==> config.mk <==
export PLATFORM = sky130hd
export DESIGN_NAME = fetch_unit_flat
export DESIGN_NICKNAME = d
export VERILOG_FILES = /design/src/rtl/cpu_pkg.sv /design/src/rtl/fetch_unit_if.sv /design/src/rtl/fetch_queue.sv /design/src/rtl/fetch_unit.sv /design/src/flat_wrapper.sv
export SDC_FILE = /design/constraint.sdc
export NUM_CORES = 1
export LEC_CHECK = 0
export CAP_MARGIN = 20
export CORE_MARGIN = 5
export CORE_UTILIZATION = 55
export CTS_CLUSTER_SIZE = 40
export DETAILED_ROUTE_END_ITERATION = 10
export DONT_BUFFER_PORTS = 1
export PLACE_DENSITY_LB_ADDON = 0.25
export SLEW_MARGIN = 0
export SYNTH_ARGS = -nofsm -noshare
export SYNTH_HDL_FRONTEND = slang
export SYNTH_SLANG_ARGS = --single-unit
==> constraint.sdc <==
create_clock -name clk -period 4.5 [get_ports clk]
set_clock_uncertainty 0.1 [all_clocks]
set_input_delay 1.125 -clock clk [delete_from_list [all_inputs] [get_ports clk]]
set_output_delay 1.125 -clock clk [all_outputs]
set_load 0.005 [all_outputs]
==> src/rtl/cpu_pkg.sv <==
// Shared core types and constants: widths, reset PC, the halt encoding and the
// {pc, instr} record carried from fetch to decode.
package cpu_pkg;

    localparam int XLEN    = 32;
    localparam int INSTR_W = 32;

    localparam logic [XLEN-1:0]    RESET_PC   = 32'h0000_0000;
    localparam logic [INSTR_W-1:0] HALT_INSTR = 32'h0000_0000;

    typedef struct packed {
        logic [XLEN-1:0]    pc;
        logic [INSTR_W-1:0] instr;
    } fetch_entry_t;

    typedef enum logic {
        FETCH = 1'b0,
        HALT  = 1'b1
    } fetch_state_t;

endpackage

==> src/rtl/fetch_unit_if.sv <==
// Fetch-stage bus: instruction memory port, redirect input and the decode handshake.
interface fetch_unit_if #(
    parameter int XLEN = 32
) ();

    logic [XLEN-1:0] imem_addr;
    logic [31:0]     imem_rdata;
    logic            redirect_valid;
    logic [XLEN-1:0] redirect_pc;
    logic            out_valid;
    logic            out_ready;
    logic [XLEN-1:0] out_pc;
    logic [31:0]     out_instr;
    logic            halted;

    modport master (
        output imem_addr,
        input  imem_rdata,
        input  redirect_valid,
        input  redirect_pc,
        output out_valid,
        input  out_ready,
        output out_pc,
        output out_instr,
        output halted
    );

    modport slave (
        input  imem_addr,
        output imem_rdata,
        output redirect_valid,
        output redirect_pc,
        input  out_valid,
        output out_ready,
        input  out_pc,
        input  out_instr,
        input  halted
    );

endinterface

==> src/rtl/fetch_queue.sv <==
// In-order FIFO of fetch entries; flush wins over push/pop, head reads as zero when empty.
module fetch_queue
    import cpu_pkg::*;
#(
    parameter int DEPTH = 4
) (
    input  logic                   clk,
    input  logic                   rst,
    input  logic                   push,
    input  logic                   pop,
    input  logic                   flush,
    input  fetch_entry_t           din,
    output logic                   full,
    output logic                   empty,
    output logic [$clog2(DEPTH):0] count,
    output fetch_entry_t           head
);

    localparam int PTR_W = $clog2(DEPTH);
    localparam int CNT_W = PTR_W + 1;

    fetch_entry_t     mem [DEPTH];
    logic [PTR_W-1:0] rd_ptr;
    logic [PTR_W-1:0] wr_ptr;
    logic             do_push;
    logic             do_pop;

    assign empty   = (count == '0);
    assign full    = (count == CNT_W'(DEPTH));
    assign do_pop  = pop & ~empty & ~flush;
    // A push into a full queue is accepted only when the head leaves in the same cycle.
    assign do_push = push & (~full | do_pop) & ~flush;

    always_ff @(posedge clk or posedge rst) begin
        if (rst) begin
            rd_ptr <= '0;
            wr_ptr <= '0;
            count  <= '0;
        end else if (flush) begin
            rd_ptr <= '0;
            wr_ptr <= '0;
            count  <= '0;
        end else begin
            if (do_push) wr_ptr <= wr_ptr + PTR_W'(1);
            if (do_pop)  rd_ptr <= rd_ptr + PTR_W'(1);
            case ({do_push, do_pop})
                2'b10:   count <= count + CNT_W'(1);
                2'b01:   count <= count - CNT_W'(1);
                default: count <= count;
            endcase
        end
    end

    always_ff @(posedge clk) begin
        if (do_push) mem[wr_ptr] <= din;
    end

    assign head = empty ? '0 : mem[rd_ptr];

endmodule

==> src/rtl/fetch_unit.sv <==
// Front-end fetch: PC register, halt detection and redirect handling feeding an
// in-order {pc, instr} queue that decode drains through valid/ready.
module fetch_unit
    import cpu_pkg::*;
#(
    parameter int              XLEN     = cpu_pkg::XLEN,
    parameter logic [XLEN-1:0] RESET_PC = cpu_pkg::RESET_PC,
    parameter int              IQ_DEPTH = 4
) (
    input  logic         clk,
    input  logic         rstn,
    fetch_unit_if.master bus
);

    localparam int CNT_W = $clog2(IQ_DEPTH) + 1;

    fetch_state_t     state;
    fetch_state_t     state_next;
    logic [XLEN-1:0]  pc;
    logic [XLEN-1:0]  pc_next;
    logic             pop;
    logic             can_push;
    logic             is_halt;
    logic             push;
    logic             q_full;
    logic             q_empty;
    logic [CNT_W-1:0] q_count;
    fetch_entry_t     q_din;
    fetch_entry_t     q_head;

    assign pop      = ~q_empty & bus.out_ready;
    assign is_halt  = (bus.imem_rdata == HALT_INSTR);
    assign can_push = (state == FETCH) & ~bus.redirect_valid & (~q_full | pop);

    always_ff @(posedge clk or posedge rstn) begin
        if (rstn) begin
            state <= FETCH;
            pc    <= RESET_PC;
        end else begin
            state <= state_next;
            pc    <= pc_next;
        end
    end

    // Redirect outranks everything, including leaving HALT and any pending push.
    always_comb begin
        state_next = state;
        pc_next    = pc;
        push       = 1'b0;
        if (bus.redirect_valid) begin
            state_next = FETCH;
            pc_next    = {bus.redirect_pc[XLEN-1:2], 2'b00};
        end else if (can_push) begin
            if (is_halt) begin
                state_next = HALT;
            end else begin
                push    = 1'b1;
                pc_next = pc + XLEN'(4);
            end
        end
    end

    always_comb begin
        q_din       = '0;
        q_din.pc    = pc;
        q_din.instr = bus.imem_rdata;
    end

    fetch_queue #(
        .DEPTH (IQ_DEPTH)
    ) u_queue (
        .clk   (clk),
        .rst   (rstn),
        .push  (push),
        .pop   (pop),
        .flush (bus.redirect_valid),
        .din   (q_din),
        .full  (q_full),
        .empty (q_empty),
        .count (q_count),
        .head  (q_head)
    );

    assign bus.imem_addr = pc;
    assign bus.out_valid = ~q_empty;
    assign bus.out_pc    = q_head.pc;
    assign bus.out_instr = q_head.instr;
    assign bus.halted    = (state == HALT);

    a_count_bound: assert property (@(posedge clk) disable iff (rstn)
        q_count <= CNT_W'(IQ_DEPTH));

endmodule

==> src/flat_wrapper.sv <==
// flat-port wrapper written by rule: the top's interface ports become plain ports
module fetch_unit_flat import cpu_pkg::*;
#(
    parameter int              XLEN     = cpu_pkg::XLEN,
    parameter logic [XLEN-1:0] RESET_PC = cpu_pkg::RESET_PC,
    parameter int              IQ_DEPTH = 4
)
  (clk, rstn, bus_imem_addr, bus_imem_rdata, bus_redirect_valid, bus_redirect_pc, bus_out_valid, bus_out_ready, bus_out_pc, bus_out_instr, bus_halted);
  fetch_unit_if #(.XLEN(XLEN)) bus_i ();
  input  logic clk;
  input  logic rstn;
  output wire logic [$bits(bus_i.imem_addr)-1:0] bus_imem_addr;
  input wire logic [$bits(bus_i.imem_rdata)-1:0] bus_imem_rdata;
  input wire logic [$bits(bus_i.redirect_valid)-1:0] bus_redirect_valid;
  input wire logic [$bits(bus_i.redirect_pc)-1:0] bus_redirect_pc;
  output wire logic [$bits(bus_i.out_valid)-1:0] bus_out_valid;
  input wire logic [$bits(bus_i.out_ready)-1:0] bus_out_ready;
  output wire logic [$bits(bus_i.out_pc)-1:0] bus_out_pc;
  output wire logic [$bits(bus_i.out_instr)-1:0] bus_out_instr;
  output wire logic [$bits(bus_i.halted)-1:0] bus_halted;
  assign bus_imem_addr = bus_i.imem_addr;
  assign bus_i.imem_rdata = bus_imem_rdata;
  assign bus_i.redirect_valid = bus_redirect_valid;
  assign bus_i.redirect_pc = bus_redirect_pc;
  assign bus_out_valid = bus_i.out_valid;
  assign bus_i.out_ready = bus_out_ready;
  assign bus_out_pc = bus_i.out_pc;
  assign bus_out_instr = bus_i.out_instr;
  assign bus_halted = bus_i.halted;
  fetch_unit #(.XLEN(XLEN), .RESET_PC(RESET_PC), .IQ_DEPTH(IQ_DEPTH)) u_core (.clk(clk), .rstn(rstn), .bus(bus_i));
endmodule
# Yosys cells after proc, flatten, opt, wreduce, memory -nomap -nowiden
# Memories as Yosys holds them, arrays and structs flattened.
# Cells that the tools add are included.
[op_classes]
addsub = 5
n_eq_ne = 4
muxes = 18
bitwise = 13
n_reduce_logical = 9
[ops]
columns = ["cell", "count"]
rows = [
  ["$mux W32", 3],
  ["$mux W64", 1],
  ["$add A32 B3 Y32 const B", 1],
  ["$logic_not A32 Y1", 1],
  ["$mux W1", 8],
  ["$mux W2", 4],
  ["$reduce_bool A2 Y1", 4],
  ["$and A1 B1 Y1", 7],
  ["$pmux W3 S2", 1],
  ["$add A2 B1 Y2 const B", 2],
  ["$not A1 Y1", 4],
  ["$reduce_and A2 Y1", 2],
  ["$add A3 B1 Y3 const B", 1],
  ["$eq A3 B3 Y1 const B", 1],
  ["$logic_not A3 Y1", 1],
  ["$mux W3", 1],
  ["$reduce_bool A3 Y1", 1],
  ["$sub A3 B1 Y3 const B", 1],
  ["$eq A2 B1 Y1 const B", 1],
  ["$eq A2 B2 Y1 const B", 1],
  ["$ne A2 B2 Y1 const B", 1],
  ["$or A1 B1 Y1", 2],
]
[totals]
regBits = 40
mem_bits_rw = 256
input_bits = 68
out_inout_bits = 98
wordCells = 55
n_memories = 1
[mem_list]
columns = ["name", "depth", "word_bits", "read_ports", "rd_ports_with_merged_regs", "write_ports", "line", "text"]
rows = [
  ["u_core.u_queue.mem", 4, 64, 1, 0, 1, "fetch_queue.sv:22", "fetch_entry_t mem [DEPTH];"],
]

# Logic depth before layout (Yosys ltp)
# Gate-level depths: netlist (run 1).
[logic_depth]
ltp_word = 12
depth_mapped = 12

# Modules after synthesis
# Synthesis (run 1) repeated with hierarchy kept, for this count alone.
[unflattened]
cells_unflattened = 705
area_unflattened_um2 = 12259.3
[modules_own_cells]
columns = ["module", "n_inst", "cells_per_inst", "area_each_um2"]
rows = [
  ["fetch_queue", 1, 468, 10214.8],
  ["fetch_unit", 1, 237, 2044.5],
]

# Worst setup path after synthesis (run 1)
# Ideal clock, no wire load.
[synth_timing]
kind = "input to register"
start = "input bus_out_ready"
end = "memory u_core.u_queue.mem[0][0] in the netlist's numbering (enable)"
arrival_ps = 3403
required_time_ps = 3973
path_slack_ps = 571
path_stages = 6
n_path_buf = 2
cell_sequence = "nor4b_2 or2_1 clkbuf_1 buf_2 nor2_1 and3_1"
[synth_between]
elab_chain_cells = 9
[synth_lines]
columns = ["item", "line", "text"]
rows = [
  ["from (decl)", "flat_wrapper.sv:17", "input wire logic [$bits(bus_i.out_ready)-1:0] bus_out_ready;"],
  ["$and A1 B1 Y1 (*)", "fetch_unit.sv:31", "assign pop = ~q_empty & bus.out_ready;"],
  ["$or A1 B1 Y1", "fetch_unit.sv:33", "assign can_push = (state == FETCH) & ~bus.redirect_valid & (~q_full | pop);"],
  ["$and A1 B1 Y1", "fetch_unit.sv:33", ""],
  ["$mux W1", "fetch_unit.sv:53", "end else if (can_push) begin"],
  ["$mux W1", "fetch_unit.sv:50", "if (bus.redirect_valid) begin"],
  ["$and A1 B1 Y1 (*) (2 in series)", "fetch_queue.sv:32", "assign do_push = push & (~full | do_pop) & ~flush;"],
  ["$mux W1 (*)", "fetch_queue.sv:55", "if (do_push) mem[wr_ptr] <= din;"],
  ["$mux W1 (implied by the code) (*)", "fetch_queue.sv:55", ""],
  ["to (decl)", "fetch_queue.sv:22", ""],
]
# Mark *: on every way between the ends. The rest lies on a longest branch, timed or not.

# Final worst setup path (run 1)
[layout_timing]
start = "register u_core.u_queue.rd_ptr[0]"
end = "output bus_out_pc[18]"
[layout_between]
elab_chain_cells = 2
[layout_lines]
columns = ["item", "line", "text"]
rows = [
  ["from (decl)", "fetch_queue.sv:23", "logic [PTR_W-1:0] rd_ptr;"],
  ["from (signal assigned)", "fetch_queue.sv:45", "if (do_pop) rd_ptr <= rd_ptr + PTR_W'(1);"],
  ["$mem_v2 Z4 W64", "--", ""],
  ["$mux W64", "fetch_queue.sv:58", "assign head = empty ? '0 : mem[rd_ptr];"],
  ["to (decl)", "flat_wrapper.sv:18", "output wire logic [$bits(bus_i.out_pc)-1:0] bus_out_pc;"],
]
# No other way between the ends.

==> run_results.csv, run 1 <==
group,metric,value,unit
timing,setup_violations,0,
worst_setup_path,crit_type,"reg -> out",
cts,cts_setup_buffers,0,
synth,synth_top_area_frac,0.621,
hold_path,hold_path_class,"in -> async",
worst_setup_path,startpoint,"u_core.u_queue.rd_ptr[0]$_DFFE_PP0P_",
worst_setup_path,r2r_end,"u_core.u_queue.count[2]$_DFFE_PP0P_",
pwr,ir_worst_vdd,0.286,mV
place,hpwl,15900,µm
cells_and_area,final_cell_area,13200,µm²
worst_setup_path,cp_max_fo,40,
grt,track_usage,0.200,
grt,grt_pass1_vias,6782,
routing,drt_drc_violations_left,0,
synth,synth_cell_types,52,
timing,fmax,270,MHz
timing,finalHoldViolations,0,
die,die_area,24900,µm²
cts,clk_latency,530,ps
die,initial_core_util,0.555,
synth,synth_area_leaders,"edfxtp_1 (62%), mux4_2 (12%), dfrtp_1 (7.9%)",
routing,dr.pass1.iters,7,
synth,synth_ff_type,"edfxtp_1",
die,die_y,158,µm
place,portBuffers,0,
worst_setup_path,worst_r2r_path_depth,7,
grt,grt_max_degree,65,
cts,clock_path_buffers,3,
cts,htree_levels,1,
grt,grt.overflow.total,0,
cts,holdBufCountCts,0,
cts,cts-root-buf,"clkbuf_16",
worst_setup_path,worstPathArrival,2480,ps
timing,tightest_slew,1100,ps
cts,cts_tree,"done",
worst_setup_path,cp.required,3270,ps
synth,synth_edf_count,248,
cells_and_area,fillers,1544,
die,fp.dieW,158,µm
cells_and_area,area_growth,10.3,%
die,fp-row-count,54,
cts,cts.sinks,286,
routing,drtIter0Drc,615,
cells_and_area,drive_gt1_frac,0.182,
routing,num_vias,6474,
cts,cts_inserted_buffers,28,
place,routabilityCongestion,0.823,
cts,cts-resized-gates,0,
worst_setup_path,cp-end-kind,"output pin",
cells_and_area,final_nets,782,
place,place_area,12300,µm²
timing,rsz0062_at_grt,"false",
cells_and_area,antenna_cells,0,
timing,slew_headroom,0.260,
pwr,p_total,7190,µW
synth,synth-seq-cells,286,
grt,grt_pass1_wl,38400,µm
die,ioPinCount,166,
synth,synth.avg_cell_area,16.9,µm²
job,drv_cap,0,
timing,period_share,0.823,
routing,detail_route.vias_per_cell,6.43,
routing,totalWireLength,25000,µm
routing,detail-route-antenna-nets,0,
timing,slew_viol_final,0,
pwr,leakage,0.00419,µW
status,status,"finished clean",
synth,ys_warn_count,0,
synth,async_flop_share,0.133,
grt,antenna_found_initial,0,
worst_setup_path,cp-start-kind,"flop",
timing,fin_crit,3700,ps
synth,synth_area,12000,µm²
cts,path_clk_slew,60,ps
synth,ys_top_cells_by_count,"edfxtp_1 (248), and2_1 (62), mux4_2 (62), nor2_1 (39), dfrtp_1 (38)",
worst_setup_path,r2r_slack,1300,ps
routing,wl_per_cell,24.9,µm
worst_setup_path,r2r_start,"u_core.u_queue.count[0]$_DFFE_PP0P_",
die,fp.coreArea,21600,µm²
synth,synth-seq-area-share,0.700,
synth,synth_most_common_cell,"edfxtp_1",
timing,fin_tns_setup,0,ps
synth,netlist_instances,708,
synth,yosysTopAreaCell,"edfxtp_1",
pwr,p_per_area,543,nW/µm²
critical path, cell delays in order, from the launching register on:
cell and delay, ps:
dfrtp_4 770, buf_12 360, mux4_2 560, and2_1 210
kinds of logic (layout without fill, tap and decap cells):
logic type,after synthesis,after routing,synth area share
flip-flops,286,286,0.700
AND/OR/NAND/NOR,225,225,0.111
AO/OA/AOI/OAI,72,72,0.0402
multiplexers,62,62,0.116
buffers and inverters,54,70,0.0236
adder cells (fa/ha/maj),6,6,0.00688
XOR/XNOR,2,2,0.00146
other,1,4,0.000313
registers in the layout, summed over array words and instances, names as in the netlist:
name / flops
u_core.bus.imem_addr: 30
u_core.u_queue.mem: 248
u_core.bus.halted: 1
u_core.u_queue.wr_ptr: 2
u_core.u_queue.count: 3
u_core.u_queue.rd_ptr: 2
layout make-up:
class / count / area [µm²] / area share
multi-input combinational: 371 / 3350 / 0.253
tap: 280 / 350 / 0.0265
timing repair buffer: 14 / 213 / 0.0161
clock buffer: 39 / 773 / 0.0584
sequential: 286 / 8400 / 0.635
clock inverter: 10 / 120 / 0.00907
inverter: 7 / 26.3 / 0.00199
how the worst max path moves through the flow:
stage	to	slack, ps	depth (start not counted)
3_3_place_gp	u_core.u_queue.count[2]$_DFFE_PP0P_	970	11
2_1_floorplan	u_core.u_queue.mem[0][0]$_DFFE_PP_	570	6
6_report	bus_out_pc[18]	800	3
5_1_grt	bus_out_pc[20]	610	3
3_5_place_dp	u_core.u_queue.count[2]$_DFFE_PP0P_	840	11
4_1_cts	bus_out_pc[18]	710	3
power by group:
group	leakage (µW)	internal (µW)	switching [µW]
Sequential	0.00271	3200	241
Clock	0.000436	1360	904
Combinational	0.00105	701	791
metal layers:
metal  vias to the layer above  share of wire  track usage
met1                      3328           0.39        0.259
met5                         -              0            0
met4                         0          0.019       0.0508
met3                        39          0.082       0.0426
met2                       268           0.51        0.349
li1                       2839              -            -
per-stage QoR:
step                worst slack (ps)  instances  hold slack (ps)  utilization
floorplan                        571        711              422            -
global placement                 974        956              457        0.569
detailed placement               839        956              462        0.569
CTS                              708       1005              475        0.610
global route                     608       1007              317        0.612
finish                           797       1007              338        0.612
cells in the final DEF, fill, tap and decap left out, types with 3 or more instances in the layout:
master / count
and2_1: 62
clkinv_1: 4
nand3_1: 17
o31ai_1: 27
and3_4: 4
a31oi_1: 28
buf_12: 7
nor2b_1: 3
ha_1: 5
nor4_1: 9
bufinv_16: 3
buf_4: 6
clkbuf_1: 9
or3_1: 3
clkbuf_16: 29
clkinv_2: 3
nand2_1: 20
or4_1: 27
a21oi_1: 3
conb_1: 4
o21ai_0: 7
o211ai_1: 3
edfxtp_1: 248
or2_2: 3
inv_1: 6
dfrtp_1: 36
nand4_1: 13
mux4_2: 62
nor3_1: 5
nor2_1: 39
Note: power is estimated with default switching activity, not from simulation.
==> inputs of run 2 (changes only) <==
==> constraint.sdc (replaced) <==
create_clock -name clk -period 3.3 [get_ports clk]
set_clock_uncertainty 0.1 [all_clocks]
set_input_delay 0.825 -clock clk [delete_from_list [all_inputs] [get_ports clk]]
set_output_delay 0.825 -clock clk [all_outputs]
set_load 0.005 [all_outputs]
==> run_results.csv, run 2 (same netlist as run 1, synthesis figures left out) <==
group,metric,value,unit
worst_setup_path,crit_type,"reg -> out",
routing,num_vias,6467,
cts,path_clk_slew,60,ps
routing,drtIter0Drc,567,
pwr,p_total,9800,µW
cells_and_area,layout_commonest_cell,"edfxtp_1",
timing,slew_headroom,0.324,
status,status,"finished clean",
die,die_y,158,µm
cells_and_area,final_nets,783,
timing,fin_tns_setup,0,ps
place,place_area,12300,µm²
worst_setup_path,cp.required,2370,ps
place,portBuffers,0,
cts,clk_latency,530,ps
timing,tightest_slew,1010,ps
worst_setup_path,cp_max_fo,38,
grt,grt_max_degree,64,
routing,detail_route.vias_per_cell,6.40,
die,fp-row-count,54,
die,fp.dieW,158,µm
worst_setup_path,crit_slowest_cell,"or3_2",
routing,drt_drc_violations_left,0,
cts,cts_tree,"done",
worst_setup_path,slowest_delay,780,ps
worst_setup_path,worstPathArrival,2260,ps
die,die_area,24900,µm²
routing,detail-route-antenna-nets,0,
cells_and_area,drive_gt1_frac,0.192,
timing,finalHoldViolations,0,
cts,clock_path_buffers,3,
grt,antenna_found_initial,0,
die,ioPinCount,166,
cells_and_area,fillers,1580,
place,dp_cells,958,
routing,wl_per_cell,24.6,µm
die,fp.coreArea,21600,µm²
cts,holdBufCountCts,0,
cells_and_area,final_cell_area,13200,µm²
cts,cts.sinks,286,
worst_setup_path,cp-start-kind,"flop",
grt,grt_pass1_vias,6772,
cells_and_area,final_cell_mix,"edfxtp_1 (248), mux4_2 (62), and2_1 (62), nor2_1 (39), dfrtp_1 (36)",
place,routabilityCongestion,0.774,
cts,cts-resized-gates,0,
pwr,ir_worst_vdd,0.346,mV
cells_and_area,antenna_cells,0,
cells_and_area,multi_input_area,3350,µm²
grt,grt_pass1_wl,38800,µm
hold_path,hold_path_class,"in -> async",
place,hpwl,15100,µm
timing,fmax,314,MHz
timing,fin_crit,3190,ps
die,initial_core_util,0.555,
cts,htree_levels,1,
timing,period_share,0.966,
pwr,leakage,0.00419,µW
routing,totalWireLength,24900,µm
cts,cts_setup_buffers,0,
cells_and_area,largest_reg_flops,248,
cells_and_area,largest-register,"u_core.u_queue.mem",
timing,setup_violations,0,
worst_setup_path,cp-end-kind,"output pin",
cells_and_area,final_cells,1011,
timing,slew_viol_final,0,
job,drv_cap,0,
grt,grt.overflow.total,0,
cts,cts-root-buf,"clkbuf_16",
grt,track_usage,0.202,
timing,rsz0062_at_grt,"false",
cts,cts_inserted_buffers,28,
worst_setup_path,cp_cell_sequence,"or3_2 > buf_12 > and2_1",
routing,dr.pass1.iters,5,
cells_and_area,area_growth,10.1,%
pwr,p_per_area,741,nW/µm²
cells_and_area,regArea,8400,µm²
-- run 2: routing by layer --
metal | global-route usage | up-vias | part of all wire
met5 | 0 | - | 0
met4 | 0.0438 | 0 | 0.018
met3 | 0.0470 | 38 | 0.079
met2 | 0.336 | 254 | 0.50
met1 | 0.276 | 3326 | 0.40
li1 | - | 2849 | -
-- run 2: layout make-up --
type                    instances  share of cell area
well taps                     280              0.0265
flip-flops and latches        286               0.636
clock inverters                15              0.0102
repair buffers                 15              0.0138
inverters                       7             0.00199
clock buffers                  37              0.0579
multi-input cells             371               0.254
-- run 2: where the power goes --
part	total, µW	switching (µW)	internal, µW	leakage [µW]
Sequential	4600	233	4370	0.00271
Combinational	2110	1170	945	0.00104
Clock	3090	1300	1790	0.000440
Total	9800	2700	7100	0.00419
-- run 2: path summary, 6_finish.rpt --
path	cells after the start	to	slack, ps	start
worst max-delay path	3	bus_out_pc[7]	110	u_core.u_queue.count[1]$_DFFE_PP0P_
worst min-delay path	1	u_core.bus.imem_addr[25]$_DFFE_PP0P_	40	rstn
worst max register to register	7	u_core.u_queue.count[2]$_DFFE_PP0P_	310	u_core.u_queue.count[0]$_DFFE_PP0P_
worst min register to register	1	u_core.bus.halted$_DFFE_PP0P_	500	u_core.bus.halted$_DFFE_PP0P_
max in group asynchronous	3	u_core.bus.imem_addr[23]$_DFFE_PP0P_	2470	rstn
min in group clk	1	u_core.u_queue.rd_ptr[0]$_DFFE_PP0P_	260	bus_redirect_valid
-- run 2: through the flow --
step           hold WS (ps)  utilization  setup slack [ps]
6_report               35.9        0.611               111
5_1_grt                20.9        0.611              6.31
4_1_cts                 236        0.610              62.2
3_5_place_dp            485        0.568              39.5
3_3_place_gp            461        0.568               135
2_1_floorplan           422            -               194
-- run 2: worst max-delay path, delay by kind of cell, from the launching register on --
kind | cells | cell delay, ps
buffers and inverters | 1 | 300
flip-flops | 1 | 450
AND/OR/NAND/NOR | 2 | 970
